[src/rtl/conv_layer_sched.sv]
// conv_layer_sched
// Runs one conv_engine over a full convolution layer. The output channel is the
// outer loop and the input channel is the inner loop. Each (oc, ic) pass loads a
// 5x5 kernel, pulses the engine start, streams one MAPSIZE x MAPSIZE input plane
// and then waits for the engine to report completion.
//
// Ports:
//   clk, rst_n            clock, synchronous active-low reset
//   start                 single-cycle layer start, sampled only in IDLE
//   num_in_ch/num_out_ch  channel counts, latched on an accepted start
//   hold                  pauses pixel issue while high (STREAM only)
//   busy, done            layer in progress / one-cycle end-of-layer pulse
//   w_rd_addr/w_rd_data   weight memory port, read latency 1
//   px_rd_addr/px_rd_data feature memory port, read latency 1
//   eng_start             engine start pulse
//   eng_data_valid        pixel strobe aligned with eng_pixel
//   eng_pixel             pixel to the engine (feature memory data)
//   eng_weights           kernel held for the engine, [row][col]
//   eng_all_done          engine completion pulse, honoured only in WAIT
//   cur_in_ch/cur_out_ch  channel indices of the current pass
//   first_in_ch/last_in_ch current pass is the first / last input channel
//
// Optional macro CONV_LAYER_SCHED_PERF_EN adds perf_cycles (cycles spent busy)
// and perf_stall (STREAM cycles with hold high), both cleared on accepted start.
module conv_layer_sched #(
  parameter int MAPSIZE    = 32,
  parameter int MAX_IN_CH  = 6,
  parameter int MAX_OUT_CH = 16,
  localparam int ICW = $clog2(MAX_IN_CH + 1),
  localparam int OCW = $clog2(MAX_OUT_CH + 1),
  localparam int WAW = $clog2(MAX_OUT_CH * MAX_IN_CH * 25),
  localparam int PAW = $clog2(MAX_IN_CH * MAPSIZE * MAPSIZE)
) (
  input  logic                         clk,
  input  logic                         rst_n,
  input  logic                         start,
  input  logic [ICW-1:0]               num_in_ch,
  input  logic [OCW-1:0]               num_out_ch,
  input  logic                         hold,
  output logic                         busy,
  output logic                         done,
  output logic [WAW-1:0]               w_rd_addr,
  input  logic signed [7:0]            w_rd_data,
  output logic [PAW-1:0]               px_rd_addr,
  input  logic signed [7:0]            px_rd_data,
  output logic                         eng_start,
  output logic                         eng_data_valid,
  output logic signed [7:0]            eng_pixel,
  output logic signed [4:0][4:0][7:0]  eng_weights,
  output logic [ICW-1:0]               cur_in_ch,
  output logic [OCW-1:0]               cur_out_ch,
  output logic                         first_in_ch,
  output logic                         last_in_ch,
`ifdef CONV_LAYER_SCHED_PERF_EN
  input  logic                         eng_all_done,
  output logic [31:0]                  perf_cycles,
  output logic [31:0]                  perf_stall
`else
  input  logic                         eng_all_done
`endif
);

  localparam int PLANE = MAPSIZE * MAPSIZE;
  localparam int PCW   = $clog2(PLANE + 1);

  typedef enum logic [2:0] {
    S_IDLE,
    S_LOAD_W,
    S_KICK,
    S_STREAM,
    S_WAIT,
    S_NEXT,
    S_FIN
  } state_t;

  state_t          r_state;
  logic [ICW-1:0]  r_n_in;
  logic [OCW-1:0]  r_n_out;
  logic [WAW-1:0]  r_wbase;   // (oc*num_in_ch + ic) * 25 as a running sum
  logic [PAW-1:0]  r_pbase;   // ic * MAPSIZE^2 as a running sum
  logic [4:0]      r_k;       // kernel load cycle, 0..25
  logic [PCW-1:0]  r_p;       // pixel index within the plane
  logic [199:0]    r_wflat;   // kernel as a flat shift register, tap k at bits k*8
  logic            w_counts_ok;

  assign w_counts_ok = (num_in_ch != '0) && (num_out_ch != '0);
  assign eng_pixel   = px_rd_data;
  assign eng_weights = r_wflat;

  always_ff @(posedge clk) begin
    if (!rst_n) begin
      r_state        <= S_IDLE;
      r_n_in         <= '0;
      r_n_out        <= '0;
      r_wbase        <= '0;
      r_pbase        <= '0;
      r_k            <= '0;
      r_p            <= '0;
      r_wflat        <= '0;
      busy           <= 1'b0;
      done           <= 1'b0;
      w_rd_addr      <= '0;
      px_rd_addr     <= '0;
      eng_start      <= 1'b0;
      eng_data_valid <= 1'b0;
      cur_in_ch      <= '0;
      cur_out_ch     <= '0;
      first_in_ch    <= 1'b0;
      last_in_ch     <= 1'b0;
    end else begin
      done           <= 1'b0;
      eng_start      <= 1'b0;
      eng_data_valid <= 1'b0;
      case (r_state)
        S_IDLE: begin
          if (start) begin
            if (w_counts_ok) begin
              r_n_in      <= num_in_ch;
              r_n_out     <= num_out_ch;
              r_wbase     <= '0;
              r_pbase     <= '0;
              r_k         <= '0;
              w_rd_addr   <= '0;
              cur_in_ch   <= '0;
              cur_out_ch  <= '0;
              first_in_ch <= 1'b1;
              last_in_ch  <= (num_in_ch == ICW'(1));
              busy        <= 1'b1;
              r_state     <= S_LOAD_W;
            end else begin
              done    <= 1'b1;
              r_state <= S_FIN;
            end
          end
        end

        // Address k is issued in cycle k; its data is shifted in during cycle
        // k+1, so after 25 shifts tap 0 holds the first word fetched.
        S_LOAD_W: begin
          if (r_k != 5'd0) begin
            r_wflat <= {w_rd_data, r_wflat[199:8]};
          end
          if (r_k < 5'd24) begin
            w_rd_addr <= w_rd_addr + WAW'(1);
          end
          if (r_k == 5'd25) begin
            eng_start <= 1'b1;
            r_state   <= S_KICK;
          end else begin
            r_k <= r_k + 5'd1;
          end
        end

        S_KICK: begin
          px_rd_addr <= r_pbase;
          r_p        <= '0;
          r_state    <= S_STREAM;
        end

        S_STREAM: begin
          if (!hold) begin
            eng_data_valid <= 1'b1;
            if (r_p == PCW'(PLANE - 1)) begin
              r_state <= S_WAIT;
            end else begin
              r_p        <= r_p + PCW'(1);
              px_rd_addr <= px_rd_addr + PAW'(1);
            end
          end
        end

        S_WAIT: begin
          if (eng_all_done) begin
            r_state <= S_NEXT;
          end
        end

        S_NEXT: begin
          r_wbase   <= r_wbase + WAW'(25);
          w_rd_addr <= r_wbase + WAW'(25);
          r_k       <= '0;
          if (cur_in_ch != r_n_in - ICW'(1)) begin
            cur_in_ch   <= cur_in_ch + ICW'(1);
            r_pbase     <= r_pbase + PAW'(PLANE);
            first_in_ch <= 1'b0;
            last_in_ch  <= (cur_in_ch + ICW'(1) == r_n_in - ICW'(1));
            r_state     <= S_LOAD_W;
          end else if (cur_out_ch == r_n_out - OCW'(1)) begin
            done    <= 1'b1;
            busy    <= 1'b0;
            r_state <= S_FIN;
          end else begin
            cur_in_ch   <= '0;
            cur_out_ch  <= cur_out_ch + OCW'(1);
            r_pbase     <= '0;
            first_in_ch <= 1'b1;
            last_in_ch  <= (r_n_in == ICW'(1));
            r_state     <= S_LOAD_W;
          end
        end

        S_FIN: begin
          r_state <= S_IDLE;
        end

        default: r_state <= S_IDLE;
      endcase
    end
  end

`ifdef CONV_LAYER_SCHED_PERF_EN
  always_ff @(posedge clk) begin
    if (!rst_n) begin
      perf_cycles <= '0;
      perf_stall  <= '0;
    end else if (r_state == S_IDLE && start && w_counts_ok) begin
      perf_cycles <= '0;
      perf_stall  <= '0;
    end else begin
      if (busy) begin
        perf_cycles <= perf_cycles + 32'd1;
      end
      if (r_state == S_STREAM && hold) begin
        perf_stall <= perf_stall + 32'd1;
      end
    end
  end
`endif

endmodule

[config.mk]
export PLATFORM = sky130hd
export DESIGN_NAME = conv_layer_sched
export DESIGN_NICKNAME = d
export VERILOG_FILES = /design/src/rtl/conv_layer_sched.sv
export SDC_FILE = /design/constraint.sdc
export NUM_CORES = 1
export LEC_CHECK = 0
export CELL_PAD_IN_SITES_DETAIL_PLACEMENT = 0
export CELL_PAD_IN_SITES_GLOBAL_PLACEMENT = 1
export CORE_ASPECT_RATIO = 2
export CORE_MARGIN = 3
export CORE_UTILIZATION = 37
export CTS_BUF_LIST = sky130_fd_sc_hd__clkbuf_2
export DETAILED_ROUTE_END_ITERATION = 16
export GPL_ROUTABILITY_DRIVEN = 1
export PLACE_DENSITY_LB_ADDON = 0.1
export SYNTH_ARGS = -nofsm -noshare
export SYNTH_HDL_FRONTEND = slang
export SYNTH_SLANG_ARGS = --single-unit
export TNS_END_PERCENT = 5
[constraint.sdc]
create_clock -name clk -period 2.8 [get_ports clk]
set_input_delay 0.42 -clock clk [delete_from_list [all_inputs] [get_ports clk]]
set_output_delay 0.42 -clock clk [all_outputs]
set_load 0.005 [all_outputs]
==> out/metrics.sh <==
NUM_VIAS=10600
DPL-INSTANCE-AREA_UM2=14300
SYNTH_ASYNC_SR_FLOP_SHARE_PCT=0
CTS_ROOT_BUFFER='sky130_fd_sc_hd__clkbuf_2'
STDCELL_COUNT=2092
CLOCK-SKEW-FINAL_NS=0.0497
P_INT_mW=5.66
CTS_BUFFER_DEPTH=3
DIE_W_UM=130
BOUNDARY_PINS=276
ROUTING_USAGE_ON_MET3_PCT=5.13
WORSTPATHBUFFERINVERTERCOUNT=1
YS_SEQ_AREA_SHARE_PCT=49.4
CP.ARRIVAL_NS=1.99
CPMAXSTAGEDELAYCELL='sky130_fd_sc_hd__clkdlybuf4s50_1'
FIRST_GLOBAL_VIAS=10300
STDCELL_AREA_UM2=14900
INITIAL_UTILIZATION_PCT=37.6
TIMING.CRITICAL_PATH.FANOUT_MAX=7
ANTENNA_FOUND_INITIAL=1
FINAL.PERIOD_UTILIZATION_PCT=86.0
GP_CONGESTION=0.782
TOTAL_DIE_AREA_UM2=33000
GRT_MAX_DEGREE=131
PATH_CLK_SLEW_NS=0.09
CLOCK_TREE.HTREE_LEVEL_COUNT=3
ROUTE.DETAILED.DRC=0
RSZ0062_AT_GRT='no'
STATUS='complete, no violations'
QUANTITY_OF_GATES_RESIZED_FOLLOWING_CTS=0
DRT-INITIAL-DRC-COUNT=486
CRITICAL_PATH.ENDPOINT_TYPE='output pin'
GR-TOTAL-OVERFLOW=0
P_SWITCHING_mW=2.72
R2R_SLACK_NS=0.53
SYNTH_EDF_COUNT=0
SYN_TO_FINAL_GROWTH_PCT=31.4
SYN_AREA_UM2=11400
CRITICALPATHCATEGORY='flop to output pin'
MET1_USAGE_PCT=20.5
CRIT_CHAIN='clkdlybuf4s50_1'
TIGHTEST_SLEW_NS=0.744
MIN_PATH_TYPE='input port to flop'
FMAX_MHz=415
COUNT_OF_PINS_OVER_THEIR_SLEW_LIMIT=0
POWER.CLOCK.FRACTION_PCT=31.8
SYNTH.DISTINCT_CELLS=71
SYNTH_SEQ_CELLS=281
HPWLAFTERDP_UM=23500
DIE_H_UM=254
POWER_FRAC_COMB_PCT=17.7
POSTSYNTH.TOPFLOPCELL='sky130_fd_sc_hd__dfxtp_1'
GRT_BUSIEST_LAYER='met2'
CRITICAL_PATH_REQUIRED_NS=2.38
NUM_ROWS=90
VIAS_PER_INST=5.09
CTS_TREE='built'
FINALHOLDWORSTSLACK_NS=0.149
VDD_IR_DROP_MAX_mV=0.321
POSTROUTEWIRELENGTH_UM=34300
GROUTE.LAYER.MET2.USAGE_PCT=38.8
LAYOUT_SETUP_WS_NS=0.392
ROUTE.DETAILED.WL_PER_INST_UM=16.4
IO_BUFFERS=259
NUMNETS_FINAL=1729
POSTSYNTHAREAPERCELL_UM2=8.01
DR.PASS1.ITERS=7
GLOBAL_ROUTE.USAGE.TOTAL_PCT=20.5
YOSYS_WARN_COUNT=0
FINAL_DESIGN_UTILIZATION_PCT=49.4
CLOCK-SINKS=281
DRIVE_GT1_SHARE_PCT=8.36
SETUP.WORST_PATH.START_CLASS='flop'
NETLIST_INSTANCES=1420
POSTCTSSETUPREPAIRBUFS=0
INSERTION_DELAY_NS=0.88
TIMING.MAX_SLEW.REL_SLACK_PCT=50.4
CRITICAL-PATH-MAX-STAGE-DELAY_NS=0.58
AREA_OF_THE_PLACEABLE_CORE_UM2=30300
LEAKAGE_POWER_nW=5.20
ROUTE.ANTENNA.REMAINING_NETS=0
SETUP_TOTAL_NEGATIVE_SLACK_NS=0
GRT_FIRST_PASS_WIRELENGTH_UM=53800
POWER_FRAC_SEQ_PCT=50.5
MAX_CAP_VIOLATIONS=0
PRECTSSETUPSLACK_NS=0.295
POWER_DENSITY_OF_THE_PLACED_CELLS_nW_PER_UM2=560
HOLD_VIOL_FINAL=0
FINAL_SETUP_VIOLS=0
TOTAL_POWER_mW=8.38
POSTSYNTHNETCOUNT=1462
DPL.CELL_COUNT=1972
CPLARGESTDELAYFAMILY='buffers and inverters'
FINAL.MIN_CLOCK_PERIOD_NS=2.41
TRITONCTS.NUM_BUFFERS=69
POWER_SWITCHING_SHARE_PCT=32.4
flip-flops by register name (all words and copies together), names as in the netlist:
signal	count
r_wbase	12
done	1
r_pbase	3
busy	1
last_in_ch	1
eng_start	1
first_in_ch	1
px_rd_addr	13
r_n_in	3
r_n_out	5
r_k	5
r_state	3
eng_data_valid	1
w_rd_addr	12
cur_out_ch	5
eng_weights	200
cur_in_ch	3
r_p	11
cell type report:
cell class | instances | area, um2
inverter | 20 | 80.1
clock inverter | 13 | 104
clock buffer | 94 | 470
antenna | 1 | 2.50
sequential | 281 | 5630
tap | 368 | 460
fill | 3073 | 15300
timing repair buffer | 300 | 3030
multi-input combinational | 1015 | 5180
power groups by stage:
stage,logic (mW),clock network (mW),registers (mW)
after detailed placement,1.48,0,4.32
after CTS,1.50,2.84,4.23
final,1.48,2.67,4.23
after global routing,1.64,3.00,4.25
after floorplan,1.04,0,4.24
after global placement,1.46,0,4.32
cell families (layout without fill, tap and decap cells):
| family | Yosys count | count (layout) | share of synthesized area, % |
|---|---|---|---|
| other cells | 0 | 1 | 0 |
| mux | 8 | 8 | 0.726 |
| xor+xnor | 40 | 40 | 3.34 |
| simple gates | 603 | 603 | 22.3 |
| flops | 281 | 281 | 49.4 |
| compound gates | 351 | 351 | 17.6 |
| fa+ha+maj | 13 | 13 | 1.43 |
| buf+inv | 124 | 427 | 5.14 |
per-layer routing:
layer	vias up	wire (um)
met5	-	0
met4	0	1120
met3	76	1880
met2	297	18900
met1	4937	12400
li1	5332	-
worst paths after layout:
check	start	end	depth (start not counted)
worst max-delay path	w_rd_addr[0]	w_rd_addr[0]	1
worst min register to register	eng_weights[69]	eng_weights[61]	2
worst min-delay path	num_in_ch[1]	r_n_in[1]	3
worst max register to register	r_n_in[0]	cur_out_ch[3]	7
placed cells by master (no fill, tap or decap), types with 5 or more instances in the layout:
cell type and count:
sky130_fd_sc_hd__a22oi_1 8, sky130_fd_sc_hd__dfxtp_1 281, sky130_fd_sc_hd__nor3_1 8, sky130_fd_sc_hd__nand4_1 6
sky130_fd_sc_hd__buf_4 21, sky130_fd_sc_hd__ha_1 13, sky130_fd_sc_hd__xnor2_1 12, sky130_fd_sc_hd__clkdlybuf4s50_1 259
sky130_fd_sc_hd__o22ai_1 6, sky130_fd_sc_hd__and3_1 14, sky130_fd_sc_hd__mux2i_1 6, sky130_fd_sc_hd__xor2_1 25
sky130_fd_sc_hd__or3_1 9, sky130_fd_sc_hd__o2111ai_1 5, sky130_fd_sc_hd__clkbuf_2 94, sky130_fd_sc_hd__and2_1 6
sky130_fd_sc_hd__o211a_1 5, sky130_fd_sc_hd__o21ai_1 25, sky130_fd_sc_hd__nand3_1 22, sky130_fd_sc_hd__buf_12 8
sky130_fd_sc_hd__and4_1 5, sky130_fd_sc_hd__o211ai_1 7, sky130_fd_sc_hd__dlygate4sd3_1 12, sky130_fd_sc_hd__nand2_1 438
sky130_fd_sc_hd__o21ai_0 15, sky130_fd_sc_hd__clkinv_1 7, sky130_fd_sc_hd__inv_1 18, sky130_fd_sc_hd__a21oi_1 238
sky130_fd_sc_hd__nor2_1 63, sky130_fd_sc_hd__nor2b_1 6, sky130_fd_sc_hd__nand3b_1 5
worst register-to-register path, stage by stage (launching register included):
cell and delay (ns):
sky130_fd_sc_hd__dfxtp_1 0.42, sky130_fd_sc_hd__inv_1 0.07, sky130_fd_sc_hd__ha_1 0.35, sky130_fd_sc_hd__xor2_2 0.15
sky130_fd_sc_hd__and3_1 0.35, sky130_fd_sc_hd__nand2_4 0.12, sky130_fd_sc_hd__or4_1 0.49, sky130_fd_sc_hd__a211oi_1 0.23
what timing repair did:
action / 4_1_cts / 5_1_grt
hold buffers: 12 / 0
hold endpoints to repair: 12 / 0
setup endpoints to repair: 0 / 0
Yosys cell counts, types with 12 or more instances:
cell type | count | area (um2)
sky130_fd_sc_hd__nand2_1 | 438 | 1640
sky130_fd_sc_hd__dfxtp_1 | 281 | 5630
sky130_fd_sc_hd__a21oi_1 | 238 | 1190
sky130_fd_sc_hd__nor2_1 | 63 | 236
sky130_fd_sc_hd__buf_2 | 49 | 245
sky130_fd_sc_hd__clkbuf_1 | 42 | 158
sky130_fd_sc_hd__o21ai_1 | 25 | 125
sky130_fd_sc_hd__xor2_1 | 25 | 219
sky130_fd_sc_hd__nand3_1 | 22 | 110
sky130_fd_sc_hd__inv_1 | 18 | 67.6
sky130_fd_sc_hd__o21ai_0 | 15 | 75.1
sky130_fd_sc_hd__and3_1 | 14 | 87.6
sky130_fd_sc_hd__ha_1 | 13 | 163
sky130_fd_sc_hd__xnor2_1 | 12 | 105
(Power assumes the default switching activity.)
